--- src/rtl/pdm_dec_if.sv ---
// Host register bus for the stereo PDM decimator: chip select, byte write
// enables, address, write data and registered read data.
interface pdm_dec_if;
    logic        cs;
    logic [3:0]  we;
    logic [7:0]  addr;
    logic [31:0] din;
    logic [31:0] dout;

    modport master (output cs, we, addr, din, input dout);
    modport slave  (input cs, we, addr, din, output dout);
endinterface

--- src/rtl/pdm_dec.sv ---
// Stereo PDM microphone decimator: clock generator, per-channel 3rd-order CIC,
// 16-entry output FIFO and a two-register host interface.
module pdm_dec #(
    parameter int CLKDIV = 8,
    parameter int DEC    = 64
) (
    input  logic     clk,
    input  logic     reset,
    pdm_dec_if.slave bus,
    output logic     pdm_clk,
    input  logic     pdm_dat
);
    localparam int LOG2DEC = $clog2(DEC);
    localparam int W       = 3 * LOG2DEC + 2;
    localparam int SHIFT   = 3 * LOG2DEC - 15;
    localparam int SHR     = (SHIFT > 0) ? SHIFT : 0;
    localparam int SHL     = (SHIFT < 0) ? -SHIFT : 0;
    localparam int EW      = W + 3;
    localparam int DIVW    = $clog2(CLKDIV);

    logic [1:0]          r_datSync;
    logic                r_enable;
    logic                r_overrun;
    logic [DIVW-1:0]     r_div;
    logic [LOG2DEC-1:0]  r_decCnt;
    logic                r_rightBit;
    logic signed [W-1:0] r_int1 [2];
    logic signed [W-1:0] r_int2 [2];
    logic signed [W-1:0] r_int3 [2];
    logic signed [W-1:0] r_comb1 [2];
    logic signed [W-1:0] r_comb2 [2];
    logic signed [W-1:0] r_comb3 [2];
    logic [31:0]         r_mem [16];
    logic [3:0]          r_wrPtr;
    logic [3:0]          r_rdPtr;
    logic [4:0]          r_count;

    logic                w_busRead, w_busWrite, w_ctrlWrite, w_flush;
    logic                w_tick, w_frameEnd, w_full, w_pop, w_pushOk, w_overflow;
    logic                w_bit;
    logic signed [W-1:0] w_step;
    logic signed [W-1:0] w_int1Next [2];
    logic signed [W-1:0] w_int2Next [2];
    logic signed [W-1:0] w_int3Next [2];
    logic signed [W-1:0] w_comb1 [2];
    logic signed [W-1:0] w_comb2 [2];
    logic signed [W-1:0] w_comb3 [2];
    logic [15:0]         w_pcm [2];
    logic [31:0]         w_word;
    logic [31:0]         w_status;
    logic                w_unused;

    function automatic logic [15:0] scaleSat(input logic signed [W-1:0] value);
        logic signed [EW-1:0] scaled;
        scaled = EW'(value);
        scaled = (scaled >>> SHR) <<< SHL;
        if (scaled > EW'(32767))
            return 16'h7FFF;
        else if (scaled < EW'(-32768))
            return 16'h8000;
        else
            return scaled[15:0];
    endfunction

    assign w_busRead   = bus.cs && (bus.we == 4'b0000);
    assign w_busWrite  = bus.cs && (bus.we != 4'b0000);
    assign w_ctrlWrite = w_busWrite && bus.addr[0];
    assign w_flush     = w_ctrlWrite && bus.din[2];
    assign w_tick      = r_enable && (r_div == DIVW'(CLKDIV - 1));
    assign w_frameEnd  = w_tick && (&r_decCnt);
    assign w_full      = (r_count == 5'd16);
    assign w_pop       = w_busRead && !bus.addr[0] && (r_count != 5'd0);
    assign w_pushOk    = w_frameEnd && (!w_full || w_pop);
    assign w_overflow  = w_frameEnd && w_full && !w_pop;
    assign w_word      = {w_pcm[1], w_pcm[0]};
    assign w_status    = {22'b0, r_enable, r_overrun, 3'b0, r_count};
    assign pdm_clk     = r_enable && (r_div < DIVW'(CLKDIV / 2));
    assign w_unused    = ^{bus.addr[7:1], bus.din[31:3]};

    always_ff @(posedge clk) begin
        if (reset)
            r_datSync <= 2'b00;
        else
            r_datSync <= {r_datSync[0], pdm_dat};
    end

    // Channel 0 is left (sampled at the tick itself), channel 1 is right (held from mid-period).
    always_comb begin
        w_bit  = 1'b0;
        w_step = '0;
        for (int ch = 0; ch < 2; ch++) begin
            w_bit          = (ch == 0) ? r_datSync[1] : r_rightBit;
            w_step         = w_bit ? W'(1) : '1;
            w_int1Next[ch] = r_int1[ch] + w_step;
            w_int2Next[ch] = r_int2[ch] + w_int1Next[ch];
            w_int3Next[ch] = r_int3[ch] + w_int2Next[ch];
            w_comb1[ch]    = w_int3Next[ch] - r_comb1[ch];
            w_comb2[ch]    = w_comb1[ch] - r_comb2[ch];
            w_comb3[ch]    = w_comb2[ch] - r_comb3[ch];
            w_pcm[ch]      = scaleSat(w_comb3[ch]);
        end
    end

    always_ff @(posedge clk) begin
        if (reset || !r_enable) begin
            r_div      <= '0;
            r_decCnt   <= '0;
            r_rightBit <= 1'b0;
            for (int ch = 0; ch < 2; ch++) begin
                r_int1[ch]  <= '0;
                r_int2[ch]  <= '0;
                r_int3[ch]  <= '0;
                r_comb1[ch] <= '0;
                r_comb2[ch] <= '0;
                r_comb3[ch] <= '0;
            end
        end else begin
            r_div <= (r_div == DIVW'(CLKDIV - 1)) ? '0 : r_div + DIVW'(1);
            if (r_div == DIVW'(CLKDIV / 2 - 1))
                r_rightBit <= r_datSync[1];
            if (w_tick) begin
                r_decCnt <= r_decCnt + LOG2DEC'(1);
                for (int ch = 0; ch < 2; ch++) begin
                    r_int1[ch] <= w_int1Next[ch];
                    r_int2[ch] <= w_int2Next[ch];
                    r_int3[ch] <= w_int3Next[ch];
                    if (w_frameEnd) begin
                        r_comb1[ch] <= w_int3Next[ch];
                        r_comb2[ch] <= w_comb1[ch];
                        r_comb3[ch] <= w_comb2[ch];
                    end
                end
            end
        end
    end

    always_ff @(posedge clk) begin
        if (!reset && !w_flush && w_pushOk)
            r_mem[r_wrPtr] <= w_word;
    end

    // Overrun set wins over a same-cycle clear so a lost word is never hidden.
    always_ff @(posedge clk) begin
        if (reset) begin
            r_enable  <= 1'b0;
            r_overrun <= 1'b0;
            r_wrPtr   <= '0;
            r_rdPtr   <= '0;
            r_count   <= '0;
            bus.dout  <= '0;
        end else begin
            if (w_ctrlWrite)
                r_enable <= bus.din[0];
            if (w_overflow)
                r_overrun <= 1'b1;
            else if (w_ctrlWrite && bus.din[1])
                r_overrun <= 1'b0;
            if (w_flush) begin
                r_wrPtr <= '0;
                r_rdPtr <= '0;
                r_count <= '0;
            end else begin
                if (w_pushOk)
                    r_wrPtr <= r_wrPtr + 4'd1;
                if (w_pop)
                    r_rdPtr <= r_rdPtr + 4'd1;
                if (w_pushOk && !w_pop)
                    r_count <= r_count + 5'd1;
                else if (!w_pushOk && w_pop)
                    r_count <= r_count - 5'd1;
            end
            if (w_busRead) begin
                if (bus.addr[0])
                    bus.dout <= w_status;
                else if (r_count != 5'd0)
                    bus.dout <= r_mem[r_rdPtr];
                else
                    bus.dout <= '0;
            end
        end
    end
endmodule

--- src/flat_wrapper.sv ---
// flat-port wrapper written by rule: the top's interface ports become plain ports
module pdm_dec_flat 
#(
    parameter int CLKDIV = 8,
    parameter int DEC    = 64
)
  (clk, reset, pdm_clk, pdm_dat, bus_cs, bus_we, bus_addr, bus_din, bus_dout);
  pdm_dec_if bus_i ();
  input  logic clk;
  input  logic reset;
  output logic pdm_clk;
  input  logic pdm_dat;
  input wire logic [$bits(bus_i.cs)-1:0] bus_cs;
  input wire logic [$bits(bus_i.we)-1:0] bus_we;
  input wire logic [$bits(bus_i.addr)-1:0] bus_addr;
  input wire logic [$bits(bus_i.din)-1:0] bus_din;
  output wire logic [$bits(bus_i.dout)-1:0] bus_dout;
  assign bus_i.cs = bus_cs;
  assign bus_i.we = bus_we;
  assign bus_i.addr = bus_addr;
  assign bus_i.din = bus_din;
  assign bus_dout = bus_i.dout;
  pdm_dec #(.CLKDIV(CLKDIV), .DEC(DEC)) u_core (.clk(clk), .reset(reset), .bus(bus_i), .pdm_clk(pdm_clk), .pdm_dat(pdm_dat));
endmodule
--- config.mk ---
export PLATFORM = sky130hd
export DESIGN_NAME = pdm_dec_flat
export DESIGN_NICKNAME = d
export VERILOG_FILES = /design/src/rtl/pdm_dec_if.sv /design/src/rtl/pdm_dec.sv /design/src/flat_wrapper.sv
export SDC_FILE = /design/constraint.sdc
export NUM_CORES = 1
export LEC_CHECK = 0
export BUFFER_PORTS_ARGS = -buffer_cell sky130_fd_sc_hd__buf_2
export CORE_UTILIZATION = 40
export DETAILED_ROUTE_END_ITERATION = 10
export PLACE_DENSITY = 0.57
export SLEW_MARGIN = 20
export SYNTH_ARGS = -nofsm -noshare
export SYNTH_HDL_FRONTEND = slang
export SYNTH_SLANG_ARGS = --single-unit
--- constraint.sdc ---
create_clock -name clk -period 25.4 [get_ports clk]
set_input_delay 2.54 -clock clk [delete_from_list [all_inputs] [get_ports clk]]
set_output_delay 2.54 -clock clk [all_outputs]
set_load 0.1 [all_outputs]
=== Word level (Yosys, flattened, before mapping) ===
Memories as Yosys holds them, arrays and structs flattened. A register that Yosys moved wholly into a read port is not among the register bits.
Index checks and enable logic that the tools add are counted.

* Register bits: 59
* Memory bits (writable): 752
* Input bits: 48
* Output and inout bits: 33
* Logic and storage cells: 126
* Memories kept: 7

{| class="wikitable"
|+ Memories
! name !! depth !! width !! read ports !! clocked after Yosys merged registers in !! wr ports !! line !! source
|-
| u_core.r_mem || 16 || 32 || 1 || 1 || 1 || pdm_dec.sv:33 || <nowiki>logic [31:0] r_mem [16];</nowiki>
|-
| u_core.r_comb1 || 2 || 20 || 2 || 0 || 2 || pdm_dec.sv:30 || <nowiki>logic signed [W-1:0] r_comb1 [2];</nowiki>
|-
| u_core.r_comb2 || 2 || 20 || 2 || 0 || 2 || pdm_dec.sv:31 || <nowiki>logic signed [W-1:0] r_comb2 [2];</nowiki>
|-
| u_core.r_comb3 || 2 || 20 || 2 || 0 || 2 || pdm_dec.sv:32 || <nowiki>logic signed [W-1:0] r_comb3 [2];</nowiki>
|-
| u_core.r_int1 || 2 || 20 || 2 || 0 || 2 || pdm_dec.sv:27 || <nowiki>logic signed [W-1:0] r_int1 [2];</nowiki>
|-
| u_core.r_int2 || 2 || 20 || 2 || 0 || 2 || pdm_dec.sv:28 || <nowiki>logic signed [W-1:0] r_int2 [2];</nowiki>
|-
| 1 more memories || -- || -- || -- || -- || -- || -- ||
|}

* $add $sub $neg: 18
* Magnitude comparators: 5
* Equality and inequality tests: 3
* Multiplexer cells: 37
* Bitwise logic cells: 12
* Reduce and logical (&&, ||, !) cells: 34

{| class="wikitable"
|+ Operator list
! kind !! number
|-
| 20-bit 2-to-1 mux || 14
|-
| 20-bit adder || 6
|-
| 20-bit subtractor || 6
|-
| 16-bit 2-to-1 mux || 4
|-
| 32-bit 2-to-1 mux || 2
|-
| 17-bit by 16-bit > comparator with 1-bit output (second input constant) || 2
|-
| 17-bit by 16-bit less-than comparator with 1-bit output (second input constant) || 2
|-
| 1-bit logical AND || 17
|-
| 1-bit 2-to-1 mux || 13
|-
| 1-bit bitwise OR || 12
|-
| 5-bit 2-to-1 mux || 2
|-
| 4-bit by 1-bit adder with 4-bit output (second input constant) || 2
|-
| 4-bit 2-to-1 mux || 2
|-
| 1-bit zero test || 7
|-
| 6-bit by 1-bit adder with 6-bit output (second input constant) || 1
|-
| 6-bit AND reduction || 1
|-
| 5-bit by 1-bit adder with 5-bit output (second input constant) || 1
|-
| 5-bit == test (second input constant) || 1
|-
| 5-bit nonzero test || 1
|-
| 5-bit by 1-bit subtractor with 5-bit output (second input constant) || 1
|-
| 4-bit zero test || 1
|-
| 2-bit nonzero test || 2
|-
| 4-bit nonzero test || 1
|-
| 2-bit OR reduction || 2
|-
| 5 further kinds || 6
|}

=== Logic depth before layout (Yosys ltp) ===
* Depth after elaboration: 10
* Gate-level depth with buffers: 48
* Gate-level depth less buffers: 47

=== Worst setup path after synthesis ===
OpenSTA, ideal clock, no wires.

* Path kind: reg2reg
* Start point: reg u_core.r_rightBit
* End point: mem u_core.r_mem[0][16], data pin
* Setup time: 0.348 ns
* Arrival time: 8.747 ns
* Data required time: 25.052 ns
* Path slack: 16.305 ns
* Cell stages (with the launch flop): 45
* Path buffers: 1
* Period minus slack after synthesis: 9.095 ns
* Path through: dfxtp_1 inv_1 ha_1 nor2b_1 o21ai_0 a21oi_1 o21ai_0 a21oi_1 o21ai_0 a21oi_1 or2_2 o21ai_0 nand2b_1 xnor2_1 ha_1 a21oi_1 nand2_1 a2bb2oi_1 [... 9 more ...] nand2_1 a211oi_1 xnor2_1 ha_1 and3_1 nand2_1 a211oi_1 nor2_1 xnor2_1 ha_1 nand3_1 o22ai_1 o21ai_0 nand2b_1 clkbuf_1 nand2_1 nand2_1 a221oi_1

{| class="wikitable"
|+ RTL lines
! what !! line !! source
|-
| from (decl) || pdm_dec.sv:26 || <nowiki>logic r_rightBit;</nowiki>
|-
| from (signal assigned) || pdm_dec.sv:120 || <nowiki>r_rightBit <= r_datSync[1];</nowiki>
|-
| to (decl) || pdm_dec.sv:33 ||
|}

==> impl_metrics.ini <==
[synth]
ys.flop_type = edfxtp_1
synthAdderAreaFrac_pct = 7.83
synth.avg_cell_area_um2 = 13.1
synthMuxAreaShare_pct = 7.94
seq_area_frac_synth_pct = 57.5
yosys.area_share.xor_xnor_pct = 4.37
syn-num-nets = 3468
synth_top_family_by_area = compound AO/OA/AOI/OAI gates
synth_edf_count = 752
synth-simple-area-share_pct = 9.51
synth_cells = 3167
ys_warn_count = 0
yosys_register_bits = 815
synth_compound_area_share_pct = 9.72
ys_types = 87
synth_area_um2 = 41500
async_flop_share_pct = 0

[clock_tree]
cts_tree = built
clk_latency_ps = 670
clockBufferDepth = 3
clock-sinks = 815
cts_root_buffer = clkbuf_16
clk_pin_slew_worst_paths_ps = 60
post_cts_buffers = 0
cts_hold_buf = 0
htreeDepth = 3
numCtsBuffers = 89
cts_resized = 0

[detailed_routing]
wl_per_cell_um = 18.8
ant_nets = 0
finalWirelength_mm = 88.2
dr.pass1.iters = 5
drcViolationCount = 0
num_vias = 24600
post_drt_via_cell_ratio = 5.23
first_iter_violations = 1492

[timing]
setup_violations = 0
period_share_pct = 43.5
rsz0062_at_grt = no
hold_ws_ps = 427
max_freq_mhz = 90.5
relSlewSlack_pct = 24.6
final.setup_skew_ps = 24.7
hold_viol_final = 0
maxSlewViolCount = 0
period_minus_slack_ps = 11050
worstMarginPinSlew_ps = 1130
fin_ws_ps = 14350
fin_tns_setup_ps = 0

[grt]
grt_remaining_overflow = 0
grt_pass1_wl_mm = 138
grt_max_degree = 96
grt_antenna_before_repair = 0
grt_pass1_vias = 23700
grt_usage_pct = 17.0

[floorplan]
rows = 117
core_um2 = 102000
num_io_pins = 81
die_h_um = 324
start_util_pct = 40.5
die_x_um = 324
die-area_um2 = 105000

[worst_setup_path]
crit_arrival_ps = 11360
reg2reg_from = u_core.r_rightBit$_SDFFE_PP0N_
cp-start-kind = flop
slowest_stage = a221oi_2
cpMostUsedCell = ha_1
crit_type = flop to flop
worstRegToRegCells = 39
cp_slowest_stage_delay_ps = 1010
reg2reg_to = u_core.r_mem[14][27]$_DFFE_PP_
path_max_fanout = 18
crit_required_ps = 25710
r2r_setup_slack_ps = 14350
cp-end-kind = flop

[placement]
place_hpwl_mm = 54.5
dpl.cell_count = 4534
post-place-ws_ps = 14340
io_buffer_count = 44
place_congestion = 0.759

[run_status]
status = completed

[min_path]
hold_depth = 1
whs_endpoint = u_core.r_div[0]$_SDFF_PP0_
hp-class = flop to flop
hp-start = u_core.r_div[0]$_SDFF_PP0_

[finish]
stdcell_count = 4699
syn_to_final_growth_pct = 12.3
n_antenna_cell = 0
drive_gt1_share_pct = 13.0
nets = 3559

[job]
drv_cap = 0
-- per-layer routing --
metal,vias up,routed length (um),part of all wire (%),global-route usage [%]
met1,12100,41300,47,23.3
met5,-,0,0,0
li1,12000,-,-,-
met3,120,3360,3.8,2.31
met2,366,41500,47,28.1
met4,0,1960,2.2,4.65
-- worst max-delay path by stage --
stage | startpoint | to | cells after the start
3_5_place_dp | u_core.r_datSync[1]$_SDFF_PP0_ | u_core.r_mem[9][13]$_DFFE_PP_ | 41
6_report | u_core.r_rightBit$_SDFFE_PP0N_ | u_core.r_mem[14][27]$_DFFE_PP_ | 39
5_1_grt | u_core.r_rightBit$_SDFFE_PP0N_ | u_core.r_mem[14][27]$_DFFE_PP_ | 40
2_1_floorplan | u_core.r_rightBit$_SDFFE_PP0N_ | u_core.r_mem[0][16]$_DFFE_PP_ | 44
4_1_cts | u_core.r_datSync[1]$_SDFF_PP0_ | u_core.r_mem[9][13]$_DFFE_PP_ | 41
3_3_place_gp | u_core.r_datSync[1]$_SDFF_PP0_ | u_core.r_mem[10][11]$_DFFE_PP_ | 41
-- registers in the layout, indices dropped and copies added, names as in the netlist, named ones only --
signal             count
u_core.r_comb2        40
u_core.r_rightBit      1
u_core.r_int1         40
u_core.r_int2         40
u_core.r_decCnt        6
u_core.r_overrun       1
u_core.r_datSync       2
u_core.r_wrPtr         4
u_core.r_div           3
u_core.r_mem         512
u_core.r_comb3        40
u_core.r_enable        1
u_core.r_comb1        40
u_core.r_rdPtr         4
u_core.r_int3         40
u_core.bus.dout       32
u_core.r_count         5
-- logic make-up (layout without fill, tap and decap cells) --
logic type                 count (synthesis)  in the layout
buffers and inverters                    340            504
xor gates and xnor gates                 198            198
muxes                                    169            169
DFF                                      815            815
adders and majority gates                253            253
and+or+nand+nor                          793            793
AOI/OAI and AO/OA                        599            599
-- cells in the mapped netlist, types with 76 or more instances --
cell      count  area share (%)
a211oi_1     76             1.4
a21oi_1     175             2.1
and2_1      132             2.0
clkbuf_1     79            0.71
edfxtp_1    752              54
ha_1        242             7.3
inv_1       243             2.2
mux4_2      128             7.0
nand2_1      98            0.89
nor2_1      271             2.5
o21ai_0      93             1.1
xnor2_1     129             2.7
-- per-stage QoR --
stage | cell area (um2) | util, %
after floorplan | 41500 | -
after global placement | 43600 | 42.6
after detailed placement | 43600 | 42.6
after CTS | 46500 | 45.5
after global routing | 46600 | 45.5
final | 46600 | 45.5
-- final cells by class --
class                   instances  area [um2]
fillers                      9141       55800
clock buffers                 114        2350
multi-input cells            2012       16500
inverters                     244         916
well taps                    1368        1710
flip-flops and latches        815       23900
clock inverters                50         563
repair buffers                 96         623
-- placed cells by master, fill, tap and decap left out, drive strengths merged, types with 10 or more instances in the layout --
cell type | synthesis | routed
o31ai | 19 | 19
mux2i | 41 | 41
nand4 | 12 | 12
o21ai | 97 | 97
ha | 242 | 242
a21boi | 22 | 22
and2 | 132 | 132
clkbuf | 79 | 114
nor2b | 74 | 74
nor3 | 65 | 65
o211ai | 10 | 10
inv | 244 | 247
dfxtp | 63 | 63
o21a | 28 | 28
a31oi | 14 | 14
nand2 | 98 | 98
xor2 | 64 | 64
nor2 | 272 | 272
fa | 11 | 11
buf | 16 | 96
a21o | 45 | 45
nand2b | 33 | 33
a21oi | 176 | 176
edfxtp | 752 | 752
nand3 | 35 | 35
or2 | 13 | 13
xnor2 | 132 | 132
clkinv | 0 | 36
mux4 | 128 | 128
o21bai | 33 | 33
a211oi | 83 | 83
and3 | 26 | 26
or3 | 16 | 16
-- worst max-delay path, delay by kind of cell (launching register included) --
kind,cells,cell delay (ps)
AOI/OAI and AO/OA,14,4180
adders and majority gates,6,2160
and+or+nand+nor,12,2080
xor gates and xnor gates,5,1160
DFF,1,580
buffers and inverters,2,530
Power is not shown: default switching activity piles up to over one toggle a cycle in this logic, so the estimate is an artifact.
